`config.mk`:
```
export PLATFORM = sky130hd
export DESIGN_NAME = freq_meter
export DESIGN_NICKNAME = d
export VERILOG_FILES = /design/src/rtl/freq_meter_pkg.sv /design/src/rtl/freq_meter_sig_sync_edge.sv /design/src/rtl/freq_meter.sv
export SDC_FILE = /design/constraint.sdc
export NUM_CORES = 1
export LEC_CHECK = 0
export CORE_AREA = 4 4 106 108
export CTS_CLUSTER_DIAMETER = 200
export DETAILED_ROUTE_END_ITERATION = 8
export DIE_AREA = 0 0 110 112
export PLACE_DENSITY_LB_ADDON = 0.3
export SETUP_SLACK_MARGIN = 0.5
export SLEW_MARGIN = 20
export SYNTH_ARGS = -nofsm -noshare
export SYNTH_HDL_FRONTEND = slang
export SYNTH_SLANG_ARGS = --single-unit
```
`constraint.sdc`:
```
create_clock -name sys_clk -period 6.15 [get_ports sys_clk]
set_clock_uncertainty 0.1 [all_clocks]
set_input_delay 1.5375 -clock sys_clk [delete_from_list [all_inputs] [get_ports sys_clk]]
set_output_delay 1.5375 -clock sys_clk [all_outputs]
set_load 0.05 [all_outputs]
```
`src/rtl/freq_meter_pkg.sv`:
```
// Shared types and constants for the gated frequency meter.
package freq_meter_pkg;

    typedef enum logic {
        ST_INIT = 1'b0,
        ST_RUN  = 1'b1
    } state_t;

    localparam int GATE_CYCLES_DEF = 50_000_000;
    localparam int MAX_COUNT_DEF   = 999_999;

    function automatic int clog2(input int value);
        int v;
        int r;
        v = value - 1;
        r = 0;
        while (v > 0) begin
            r = r + 1;
            v = v >>> 1;
        end
        return r;
    endfunction

endpackage

```
`src/rtl/freq_meter_sig_sync_edge.sv`:
```
// Synchronises an asynchronous input into sys_clk and flags its rising edges.
module sig_sync_edge #(
    parameter int SYNC_STAGES = 2
) (
    input  logic sys_clk,
    input  logic rst_n,
    input  logic sig_in,
    output logic edge_now
);

    logic [SYNC_STAGES-1:0] sync_reg;
    logic                   delayed_reg;

    generate
        for (genvar gi = 0; gi < SYNC_STAGES; gi++) begin : g_sync
            if (gi == 0) begin : g_first
                always_ff @(posedge sys_clk or negedge rst_n) begin
                    if (!rst_n) sync_reg[gi] <= 1'b0;
                    else        sync_reg[gi] <= sig_in;
                end
            end else begin : g_chain
                always_ff @(posedge sys_clk or negedge rst_n) begin
                    if (!rst_n) sync_reg[gi] <= 1'b0;
                    else        sync_reg[gi] <= sync_reg[gi-1];
                end
            end
        end
    endgenerate

    always_ff @(posedge sys_clk or negedge rst_n) begin
        if (!rst_n) delayed_reg <= 1'b0;
        else        delayed_reg <= sync_reg[SYNC_STAGES-1];
    end

    assign edge_now = sync_reg[SYNC_STAGES-1] & ~delayed_reg;

endmodule

```
`src/rtl/freq_meter.sv`:
```
// Gated edge counter publishing a saturated count per window.
// Optional FREQ_METER_HOLD_EN adds a hold input that freezes the published result.
module freq_meter
    import freq_meter_pkg::*;
#(
    parameter int GATE_CYCLES = GATE_CYCLES_DEF,
    parameter int DATA_W      = 20,
    parameter int MAX_COUNT   = MAX_COUNT_DEF,
    parameter int SYNC_STAGES = 2
) (
    input  logic              sys_clk,
    input  logic              rst_n,
    input  logic              sig_in,
`ifdef FREQ_METER_HOLD_EN
    input  logic              hold,
`endif
    output logic [DATA_W-1:0] bin_data,
    output logic              data_valid,
    output logic              overflow
);

    localparam int GATE_W = clog2(GATE_CYCLES);
    localparam int CNT_W  = clog2(MAX_COUNT + 2);
    localparam int INIT_W = clog2(SYNC_STAGES + 1);

    localparam logic [GATE_W-1:0] GATE_LAST = GATE_W'(GATE_CYCLES - 1);
    localparam logic [CNT_W-1:0]  CNT_MAX   = CNT_W'(MAX_COUNT);
    localparam logic [CNT_W-1:0]  CNT_SAT   = CNT_W'(MAX_COUNT + 1);
    localparam logic [INIT_W-1:0] INIT_LAST = INIT_W'(SYNC_STAGES);

    state_t              state_reg;
    logic [INIT_W-1:0]   init_cnt_reg;
    logic [GATE_W-1:0]   gate_cnt_reg;
    logic [CNT_W-1:0]    edge_cnt_reg;
    logic [DATA_W-1:0]   bin_data_reg;
    logic                data_valid_reg;
    logic                overflow_reg;

    logic                edge_now;
    logic                update_en;
    logic                total_ovf;
    logic [CNT_W-1:0]    total_bin;

    sig_sync_edge #(
        .SYNC_STAGES (SYNC_STAGES)
    ) u_sync (
        .sys_clk  (sys_clk),
        .rst_n    (rst_n),
        .sig_in   (sig_in),
        .edge_now (edge_now)
    );

`ifdef FREQ_METER_HOLD_EN
    assign update_en = ~hold;
`else
    assign update_en = 1'b1;
`endif

    // The edge arriving in the terminal cycle still belongs to the closing window.
    assign total_ovf = (edge_cnt_reg == CNT_SAT) || ((edge_cnt_reg == CNT_MAX) && edge_now);
    assign total_bin = total_ovf ? CNT_MAX : (edge_cnt_reg + CNT_W'(edge_now));

    always_ff @(posedge sys_clk or negedge rst_n) begin
        if (!rst_n) begin
            state_reg      <= ST_INIT;
            init_cnt_reg   <= '0;
            gate_cnt_reg   <= '0;
            edge_cnt_reg   <= '0;
            bin_data_reg   <= '0;
            data_valid_reg <= 1'b0;
            overflow_reg   <= 1'b0;
        end else begin
            data_valid_reg <= 1'b0;
            case (state_reg)
                ST_INIT: begin
                    if (init_cnt_reg == INIT_LAST) begin
                        state_reg    <= ST_RUN;
                        gate_cnt_reg <= '0;
                        edge_cnt_reg <= '0;
                    end else begin
                        init_cnt_reg <= init_cnt_reg + 1'b1;
                    end
                end
                ST_RUN: begin
                    if (gate_cnt_reg == GATE_LAST) begin
                        gate_cnt_reg <= '0;
                        edge_cnt_reg <= '0;
                        if (update_en) begin
                            bin_data_reg   <= DATA_W'(total_bin);
                            overflow_reg   <= total_ovf;
                            data_valid_reg <= 1'b1;
                        end
                    end else begin
                        gate_cnt_reg <= gate_cnt_reg + 1'b1;
                        if (edge_now && (edge_cnt_reg != CNT_SAT))
                            edge_cnt_reg <= edge_cnt_reg + 1'b1;
                    end
                end
                default: state_reg <= ST_INIT;
            endcase
        end
    end

    assign bin_data   = bin_data_reg;
    assign data_valid = data_valid_reg;
    assign overflow   = overflow_reg;

endmodule

```
==> results.json <==
{
  "ys_ff_latch": 74,
  "largest_reg_flops": 26,
  "drive_gt1_frac": 0.0629,
  "maxSlewViolCount": 0,
  "cts_hold_buffers": 0,
  "detail_route.wl_per_cell_microns": 15.6,
  "final_cell_mix": "dfrtp_1 (74), nor2_1 (39), nand2_1 (36), nand3_1 (35), nand4_1 (26)",
  "grt.total_usage": 0.158,
  "ys.flop_type": "dfrtp_1",
  "multi_input_area_sq_um": 2010,
  "regArea_sq_um": 1850,
  "worstPathMaxFanout": 22,
  "period_share": 0.517,
  "cts_resized": 0,
  "finalSetupViolations": 0,
  "synth_edf_count": 0,
  "yosysTopAreaCell": "dfrtp_1",
  "crit_required_ns": 6.27,
  "ctsLongestPathBuffers": 2,
  "rows": 37,
  "ioPinCount": 25,
  "p_sw_frac": 0.276,
  "clock_sinks": 74,
  "p_per_area_nw_per_um2": 222,
  "grt_max_degree": 75,
  "rsz0062_at_grt": "no",
  "async_reset_ff_frac": 1.00,
  "wl_met3_microns": 670,
  "drv_cap": 0,
  "coreArea_sq_um": 10200,
  "die_w_microns": 110,
  "run_status": "complete, no violations",
  "cts_tree": "yes",
  "grt_pass1_vias": 3138,
  "synthCells": 449,
  "post_cts_buffers": 0,
  "dp_hpwl_mm": 6.22,
  "worst_pin_slew_ns": 1.12,
  "synth_top_cell_area_share": 0.459,
  "first_pass_iters": 5,
  "synth_cell_type_count": 50,
  "slew_headroom": 0.250,
  "initial_utilization": 0.395,
  "postRouteAntennaNets": 0,
  "hold_viol_final": 0,
  "routed_wl_mm": 9.30,
  "gp_congestion": 0.895,
  "end_kind": "flip-flop",
  "worstSetupPathType": "flip-flop to flip-flop",
  "initialDrtViolationCount": 206,
  "pwr-share-clk": 0.378,
  "routed-wl-met2_mm": 4.30,
  "drc": 0,
  "fill_cells": 985,
  "antenna_found_initial": 0,
  "path_clk_slew_ns": 0.08,
  "fmax_ghz": 0.314,
  "start_kind": "flip-flop",
  "synth_warnings": 0,
  "vias": 3488,
  "fin_util": 0.443,
  "worst_hold_path_type": "flip-flop to flip-flop",
  "grt-ovfl-total": 0,
  "p_sw_w": 0.000277,
  "area_growth_pct": 12.3,
  "final_nets": 465,
  "p_leak_nw": 1.76,
  "ir_worst_vdd_mv": 0.105,
  "clk-insertion-delay-late_ns": 0.36,
  "syn-num-nets": 458,
  "wl_met1_mm": 4.11,
  "topRoutingLayerUsed": "met4",
  "cts_buffers": 9,
  "port-buffer-count": 24,
  "die_h_microns": 112,
  "grt_pass1_wl_mm": 15.7,
  "ys_top_cells_by_area": "dfrtp_1 (46%), nand3_1 (4.3%), nand4_1 (4.0%)",
  "comb_power_share": 0.080,
  "synth_seq_area_share": 0.459,
  "cts_root_buf": "clkbuf_8",
  "syn_area_sq_um": 4040,
  "p_int_w": 0.000727,
  "syn_avg_cell_area_sq_um": 8.99,
  "final_common_cell": "dfrtp_1",
  "diodes": 0,
  "vias_per_cell": 5.84,
  "seq_power_share": 0.542,
  "die-area_sq_um": 12300,
  "crit_arrival_ns": 3.30,
  "fin_crit_ns": 3.18,
  "final.setup.tns_ns": 0,
  "htreeDepth": 3
}
## cell families after synthesis
| family | count (synthesis) | synth area share |
|---|---|---|
| simple gates | 199 | 0.261 |
| compound gates | 104 | 0.165 |
| flops | 74 | 0.459 |
| buf+inv | 44 | 0.0487 |
| xor+xnor | 22 | 0.0477 |
| fa+ha+maj | 6 | 0.0186 |
## stage by stage
stage                     instance area, sq um  hold WS (ns)  total power [W]  std cells  setup WS [ns]
final                                     4530         0.245          0.00100        597           2.97
after global routing                      4530         0.259          0.00106        597           2.70
after CTS                                 4520         0.251          0.00102        597           2.95
after detailed placement                  4320         0.239         0.000633        581           2.98
after global placement                    4320         0.236         0.000631        581           3.01
after floorplan                           4040         0.231         0.000605        449           3.79
## cell usage after synthesis, drive strengths merged (2+ instances only)
| cell type | count |
|---|---|
| dfrtp | 74 |
| nor2 | 39 |
| nand2 | 36 |
| nand3 | 35 |
| nand4 | 26 |
| a21oi | 25 |
| o21ai | 25 |
| a31oi | 18 |
| clkbuf | 18 |
| inv | 14 |
| xnor2 | 14 |
| buf | 12 |
| nor3 | 10 |
| or3 | 10 |
| o311ai | 8 |
| xor2 | 8 |
| or4 | 7 |
| and4 | 6 |
| ha | 6 |
| nand2b | 6 |
| nor4 | 6 |
| a41oi | 4 |
| and3 | 4 |
| o211ai | 4 |
| o31ai | 4 |
| a21o | 3 |
| nor3b | 3 |
| o21a | 3 |
| a21boi | 2 |
| a22o | 2 |
| and2 | 2 |
| nor4bb | 2 |
| or2 | 2 |
| or4b | 2 |
## layer usage
metal / vias to the layer above / track usage
li1: 1675 / -
met1: 1646 / 0.223
met2: 140 / 0.236
met3: 27 / 0.0377
met4: 0 / 0.0557
met5: - / 0
## worst paths after layout
kind	start	endpoint	slack (ns)	depth (start not counted)
setup / recovery	init_cnt_reg[0]	edge_cnt_reg[19]	2.97	9
hold / removal	u_sync.sync_reg[0]	u_sync.sync_reg[1]	0.25	0
setup reg to reg	init_cnt_reg[0]	edge_cnt_reg[19]	2.97	9
hold reg to reg	u_sync.sync_reg[0]	u_sync.sync_reg[1]	0.25	0
max in group asynchronous	rst_n	gate_cnt_reg[25]	4.12	1
min in group asynchronous	rst_n	bin_data[11]	1.23	1
## critical path, stage by stage, from the launching register on
cell and delay [ns]:
dfrtp_1 0.33, inv_1 0.06, ha_1 0.20, nor2_1 0.59
inv_1 0.58, nand2_1 0.33, a21oi_1 0.07, buf_4 0.21
nand2_1 0.40, o311ai_1 0.18
## final cells by class
| class | instances | area share |
|---|---|---|
| Timing Repair Buffer | 26 | 0.0558 |
| Sequential cell | 74 | 0.409 |
| Clock buffer | 9 | 0.0273 |
| Inverter | 14 | 0.0116 |
| Clock inverter | 7 | 0.0166 |
| Tap cell | 136 | 0.0375 |
| Multi-Input combinational cell | 331 | 0.443 |
## power groups by stage
stage / clock network, W / logic (W) / registers, W
4_1_cts: 0.000395 / 0.0000819 / 0.000542
2_1_floorplan: 0 / 0.0000804 / 0.000524
3_5_place_dp: 0 / 0.0000809 / 0.000552
6_report: 0.000380 / 0.0000806 / 0.000544
3_3_place_gp: 0 / 0.0000794 / 0.000551
5_1_grt: 0.000414 / 0.0000953 / 0.000550
Note: power is estimated with default switching activity, not from simulation.
